===== src/rtl/instruction_fetch_pkg.sv =====
// Shared fetch definitions: FSM state encodings, NOP word, default reset vector.
// No logic; types and constants only.
// Imported by the fetch unit and anything that needs to decode its state.
package instruction_fetch_pkg;

    typedef enum logic [1:0] {
        ST_REQUEST = 2'b00,
        ST_WAIT    = 2'b01,
        ST_ISSUE   = 2'b10,
        ST_FAULT   = 2'b11
    } fetch_state_t;

    // addi x0, x0, 0 -- what decode sees before the first real fetch lands
    localparam logic [31:0] NOP_INSTR            = 32'h0000_0013;
    localparam logic [31:0] DEFAULT_RESET_VECTOR = 32'h0000_0000;

    // Instruction addresses must be word aligned
    function automatic logic is_word_aligned(input logic [31:0] addr);
        return (addr[1:0] == 2'b00);
    endfunction

endpackage


===== src/rtl/instruction_fetch.sv =====
// Purpose: owns the PC, fetches one instruction at a time and holds it stable for decode/execute.
// Latency: request accept -> WAIT next cycle; resp_valid -> instr_valid next cycle; retire -> req next cycle.
// Backpressure: request held (addr stable) until imem_req_ready; instr held until retire; single outstanding.
module instruction_fetch
    import instruction_fetch_pkg::*;
#(
    parameter logic [31:0] RESET_VECTOR = DEFAULT_RESET_VECTOR
) (
    input  logic        clk,
    input  logic        rst_n,
    output logic        imem_req_valid,
    input  logic        imem_req_ready,
    output logic [31:0] imem_addr,
    input  logic        imem_resp_valid,
    input  logic [31:0] imem_resp_data,
    output logic        instr_valid,
    output logic [31:0] instr,
    output logic [31:0] pc,
    output logic [31:0] pc_plus4,
    input  logic        retire,
    input  logic [31:0] new_pc,
    output logic        fetch_fault,
    output logic [31:0] retired_count
);

    fetch_state_t r_state;
    fetch_state_t w_state_nxt;

    logic [31:0] r_pc;
    logic [31:0] r_instr;
    logic        r_instr_valid;
    logic        r_fetch_fault;
    logic [31:0] r_retired_count;

    logic        w_req_accept;
    logic        w_resp_take;
    logic        w_retire_take;
    logic        w_new_pc_ok;

    // Events only count in the state that owns them; everything else is ignored
    assign w_req_accept  = (r_state == ST_REQUEST) && imem_req_ready;
    assign w_resp_take   = (r_state == ST_WAIT)    && imem_resp_valid;
    assign w_retire_take = (r_state == ST_ISSUE)   && retire;
    assign w_new_pc_ok   = is_word_aligned(new_pc);

    // State register
    always_ff @(posedge clk or negedge rst_n) begin
        if (!rst_n) begin
            r_state <= ST_REQUEST;
        end else begin
            r_state <= w_state_nxt;
        end
    end

    // Next-state decode; FAULT only leaves through reset
    always_comb begin
        w_state_nxt = r_state;
        case (r_state)
            ST_REQUEST: if (w_req_accept)  w_state_nxt = ST_WAIT;
            ST_WAIT:    if (w_resp_take)   w_state_nxt = ST_ISSUE;
            ST_ISSUE:   if (w_retire_take) w_state_nxt = w_new_pc_ok ? ST_REQUEST : ST_FAULT;
            ST_FAULT:   w_state_nxt = ST_FAULT;
            default:    w_state_nxt = ST_REQUEST;
        endcase
    end

    // PC, instruction latch, fault flag and retire counter
    always_ff @(posedge clk or negedge rst_n) begin
        if (!rst_n) begin
            r_pc            <= RESET_VECTOR;
            r_instr         <= NOP_INSTR;
            r_instr_valid   <= 1'b0;
            r_fetch_fault   <= 1'b0;
            r_retired_count <= 32'd0;
        end else begin
            if (w_resp_take) begin
                r_instr       <= imem_resp_data;
                r_instr_valid <= 1'b1;
            end
            if (w_retire_take) begin
                r_retired_count <= r_retired_count + 32'd1;
                r_instr_valid   <= 1'b0;
                if (w_new_pc_ok) begin
                    r_pc <= new_pc;
                end else begin
                    // PC keeps the address of the retiring instruction for debug
                    r_fetch_fault <= 1'b1;
                end
            end
        end
    end

    assign imem_req_valid = (r_state == ST_REQUEST);
    assign imem_addr      = r_pc;
    assign instr_valid    = r_instr_valid;
    assign instr          = r_instr;
    assign pc             = r_pc;
    assign pc_plus4       = r_pc + 32'd4;
    assign fetch_fault    = r_fetch_fault;
    assign retired_count  = r_retired_count;

endmodule


===== config.mk =====
export PLATFORM = sky130hd
export DESIGN_NAME = instruction_fetch
export DESIGN_NICKNAME = d
export VERILOG_FILES = /design/src/rtl/instruction_fetch_pkg.sv /design/src/rtl/instruction_fetch.sv
export SDC_FILE = /design/constraint.sdc
export NUM_CORES = 1
export LEC_CHECK = 0
export CORE_MARGIN = 1
export CORE_UTILIZATION = 41
export CTS_BUF_LIST = sky130_fd_sc_hd__clkbuf_8 sky130_fd_sc_hd__clkbuf_16
export CTS_CLUSTER_DIAMETER = 80
export DETAILED_ROUTE_END_ITERATION = 16
export PLACE_DENSITY_LB_ADDON = 0.05
export SETUP_SLACK_MARGIN = 0.5
export SLEW_MARGIN = 10
export SYNTH_ARGS = -nofsm -noshare
export SYNTH_HDL_FRONTEND = slang
export SYNTH_SLANG_ARGS = --single-unit

===== constraint.sdc =====
create_clock -name clk -period 2.2 [get_ports clk]
set_input_delay 0.22 -clock clk [delete_from_list [all_inputs] [get_ports clk]]
set_output_delay 0.22 -clock clk [all_outputs]
set_load 0.03 [all_outputs]

**Word-level counts from Yosys, hierarchy flattened**

Cells that the tools add are included.

- Flip-flop bits (word level): 100
- Input bits: 69
- Logic and storage cells: 31

- $add $sub $neg: 2
- Eq/ne operators: 6
- Muxes and demuxes: 7
- Bitwise logic cells: 1
- Reduce and logical (&&, ||, !) cells: 9

Operators by type and width:

| operator | number |
|---|---|
| 32-bit by 1-bit adder with 32-bit output, second input constant | 1 |
| 32-bit by 3-bit adder with 32-bit output, second input constant | 1 |
| 2-bit two-way mux | 4 |
| 2-bit one-hot mux with 4 select lines | 1 |
| 2-bit == test, second input constant | 2 |
| 2-bit logical NOT | 2 |
| 2-bit inequality test, second input constant | 2 |
| 2-bit AND reduction | 2 |
| 1-bit logical AND | 3 |
| 3-bit AND reduction | 1 |
| 2-bit by 1-bit == test with 1-bit output, second input constant | 1 |
| 1-bit two-way mux | 2 |
| 2-bit by 1-bit inequality test with 1-bit output, second input constant | 1 |
| 2-bit nonzero test | 1 |
| 1-bit inverter | 1 |

**Longest topological paths before layout**

- Word-level depth: 4
- Mapped depth: 6
- Depth with buffers taken out: 5

**Worst setup path before layout**

OpenSTA, ideal clock, no wires.

- Path type: flip-flop to output port
- From: register r_pc[9], in the netlist imem_addr[9]
- To: output pc_plus4[27]
- Arrival time: 2.251 ns
- Data required time: 1.980 ns
- Setup slack: -0.271 ns
- Stages on the path, launching flop included: 5
- Buffers on the path: 0
- Cells stage by stage: dfrtp_1 > nand4_1 > nor4_1 > nand4_1 > xnor2_1

- Longest elaborated chain between the ends: 1

Ends and longest elaborated chain:

| item | RTL line | RTL |
|---|---|---|
| start, declared | instruction_fetch.sv:29 | `logic [31:0] r_pc;` |
| start signal, assigned | instruction_fetch.sv:84 | `r_pc <= new_pc;` |
| 32-bit by 3-bit adder with 32-bit output | instruction_fetch.sv:98 | `assign pc_plus4 = r_pc + 32'd4;` |
| end, declared | instruction_fetch.sv:19 | `output logic [31:0] pc_plus4,` |

Every way passes these cells.

**Final worst setup path**

- From: register r_pc[10], in the netlist imem_addr[10]
- To: output pc_plus4[27]

Same word-level chain as after synthesis.

==> metrics.txt <==
grt total ovfl 0; number of antenna violations at the first check in global routing 0; number of rows created at floorplan 39; Lkg Pwr 4.66 nW; sequential fraction of the synthesis area 52.1%; largest net degree at the start of global routing 42; ant diodes 0; class of the most critical hold timing path input port to async pin; Worst IR Drop VDD 0.797 mV; TritonCTS clock tree built; final-layout worst hold slack 0.299 ns; number of input and output port buffers inserted 231; total track usage 21.9%; dpl cells 753; total power per unit cell area 1060 nW/um^2; first-pass iteration count of the detailed router 4; I/O Pins 232; final worst clock skew 0.00744 ns; setup repair after global routing missed its margin yes; placer's final routability congestion estimate 0.771; setup-violating endpoint count in the final report 0; area of the die 12200 sq um; final std cells w/o fill 822; number of hold violations in the final report 0; count of flip-flops with a built-in enable after synthesis 0; CTS H-Tree Depth 3; post-synthesis area per instance 11.7 sq um; critical path type flop to output port; Num Clock Sinks 100; via count of the first global-routing pass 3861; critical path required time 1.98 ns; count of nets after finishing 745; yosys warns 0; shortest period the worst path allows 2.19 ns; fraction of the cycle the final worst path needs 99.5%; Netlist cell types 33; count of pins over their slew limit 0; portion of synthesized cell area occupied by the leading cell type 50.4%; post-synthesis sequential element count 100; post-detailed-route count of antenna-violating nets 0; CORE AREA 11400 sq um; top achievable clock speed 457 MHz; wire length per cell 16.9 um; startpoint type of the worst setup path flop; Most used DFF post-synth sky130_fd_sc_hd__dfrtp_1; vertical extent of the die 110 um; most repeated cell in the gate-level netlist after synthesis sky130_fd_sc_hd__dfrtp_1; Syn Nets 482; layout cells sized above 1 39.9%; number of buffers created by CTS 9; # fillers 765; Area Growth Syn to Fin 77.6%; headroom to the max-slew limit 75.0%; cell chosen for the clock root sky130_fd_sc_hd__clkbuf_16; DP Wirelength 9520 um; cell area after synthesis 4810 sq um; ranking of synthesized cells by instance count 97 x sky130_fd_sc_hd__dfrtp_1, 62 x sky130_fd_sc_hd__mux2_2, 35 x sky130_fd_sc_hd__buf_4; effective utilization at floorplan 42.2%; cell taking the most area after synthesis sky130_fd_sc_hd__dfrtp_1; number of max-cap violations 0; proportion of register bits with asynchronous set or reset after synthesis 100%; leading post-synthesis cells by cell area sky130_fd_sc_hd__dfrtp_1 50%, sky130_fd_sc_hd__mux2_2 15%, sky130_fd_sc_hd__xnor2_1 5.6%; slew at the pin closest to its max-slew limit 0.374 ns; routed vias 4094; Worst-Skew Late Latency 0.34 ns; signal arrival time at the worst endpoint 1.97 ns; mean number of vias per cell 4.98; type of element capturing the critical path output port; post-synthesis instance total 411; maximum fanout along the worst path 5; worst-case register-to-register setup slack 0.54 ns; die width 110 um; global-route wire length before repair 20100 um; Detailed Route WL 13900 um; DRT iter0 DRCs 163; status finished clean; maximum buffer depth of the clock tree 2; Worst-path clk slew 0.07 ns; number of remaining DRC errors 0
## per-stage QoR
step	instance area, sq um	power (W)	setup WS, ns	util [%]	TNS (ns)
2_1_floorplan	5180	0.00564	0.264	-	0
6_report	8550	0.00910	0.0113	74.9	0
3_3_place_gp	7430	0.00742	0.143	65.1	0
4_1_cts	8080	0.00899	0.0192	70.7	0
5_1_grt	8550	0.00956	-0.106	74.9	-0.270
3_5_place_dp	7430	0.00748	0.125	65.1	0
## power by group
| part | switching [W] | internal [W] |
|---|---|---|
| clock | 0.000693 | 0.000763 |
| sequential | 0.000422 | 0.00239 |
| combinational | 0.00270 | 0.00213 |
| total | 0.00382 | 0.00529 |
## final timing paths
path	start	depth (start not counted)	endpoint
worst max-delay path	imem_addr[10]$_DFFE_PN0P_	7	pc_plus4[27]
worst min-delay path	rst_n	2	imem_addr[1]$_DFFE_PN0P_
worst max register to register	r_state[0]$_DFFE_PN0P_	5	retired_count[19]$_DFFE_PN0P_
worst min register to register	instr_valid$_DFFE_PN0P_	2	instr_valid$_DFFE_PN0P_
max in group asynchronous	rst_n	3	instr[1]$_DFFE_PN1P_
min in group clk	retire	4	r_state[1]$_DFFE_PN0P_
## state kept, by name, summed over array words and instances (netlist names)
| signal | cells |
|---|---|
| imem_addr | 32 |
| instr | 32 |
| r_state | 2 |
| fetch_fault | 1 |
| retired_count | 32 |
| instr_valid | 1 |
## cell usage in the layout, fill, tap and decap left out, drive strengths merged
| cell type | instances |
|---|---|
| clkdlybuf4s50 | 114 |
| nand3b | 2 |
| nand2b | 1 |
| nor3 | 11 |
| o21a | 1 |
| clkdlybuf4s15 | 1 |
| clkinvlp | 3 |
| clkinv | 2 |
| xnor2 | 31 |
| clkbuf | 9 |
| buf | 94 |
| xor2 | 28 |
| nor2 | 22 |
| dfstp | 3 |
| and2 | 3 |
| and3 | 6 |
| mux2 | 63 |
| dlymetal6s2s | 41 |
| or4 | 2 |
| nand4b | 1 |
| nand2 | 25 |
| dlygate4sd2 | 46 |
| dlygate4sd3 | 1 |
| and4 | 4 |
| dfrtp | 97 |
| nor4 | 11 |
| a21oi | 2 |
| ha | 2 |
| o21ai | 1 |
| or3 | 1 |
| o21bai | 1 |
| nand3 | 20 |
| inv | 12 |
| nand4 | 17 |
| or2 | 1 |
## critical path, cell delays in order, from the launching register on
cell                      delay, ns
sky130_fd_sc_hd__dfrtp_2       0.35
sky130_fd_sc_hd__nand4_1       0.16
sky130_fd_sc_hd__buf_6         0.18
sky130_fd_sc_hd__nor4_4        0.21
sky130_fd_sc_hd__buf_6         0.15
sky130_fd_sc_hd__nand4_1       0.21
sky130_fd_sc_hd__xnor2_4       0.22
sky130_fd_sc_hd__buf_6         0.15
## kinds of logic (layout without fill, tap and decap cells)
group                      Yosys count  after routing  synth area share [%]
DFF                                100            100                  52.1
xor gates and xnor gates            59             59                  10.7
muxes                               63             63                  14.7
AOI/OAI and AO/OA                    5              5                 0.624
and+or+nand+nor                    126            127                  14.1
adders and majority gates            2              2                 0.520
buffers and inverters               56            323                  7.23
## timing repair
item / 4_1_cts / 5_1_grt
cloned: 1 / 0
pin swaps: 22 / 17
setup endpoints to repair: 89 / 82
endpoints found under the hold margin: 15 / 0
buffers inserted: 28 / 23
resized for setup: 125 / 97
hold buffers: 1 / 0
## layer usage
| layer | GRT usage, % | routed length, um | vias to the layer above |
|---|---|---|---|
| met5 | 0 | 0 | - |
| met4 | 6.11 | 220 | 0 |
| met3 | 4.76 | 743 | 15 |
| met2 | 38.9 | 7490 | 139 |
| met1 | 26.5 | 5420 | 2028 |
| li1 | - | - | 1912 |
## layout make-up
class                      instances  area (sq um)  area share, %
clock buffer                       9           225           2.63
clock inverter                     7          47.5          0.556
inverter                          10          37.5          0.439
multi-input combinational        256          2540           29.7
sequential                       100          2550           29.8
tap                              143           179           2.09
timing repair buffer             297          2970           34.7
(Power assumes the default switching activity.)
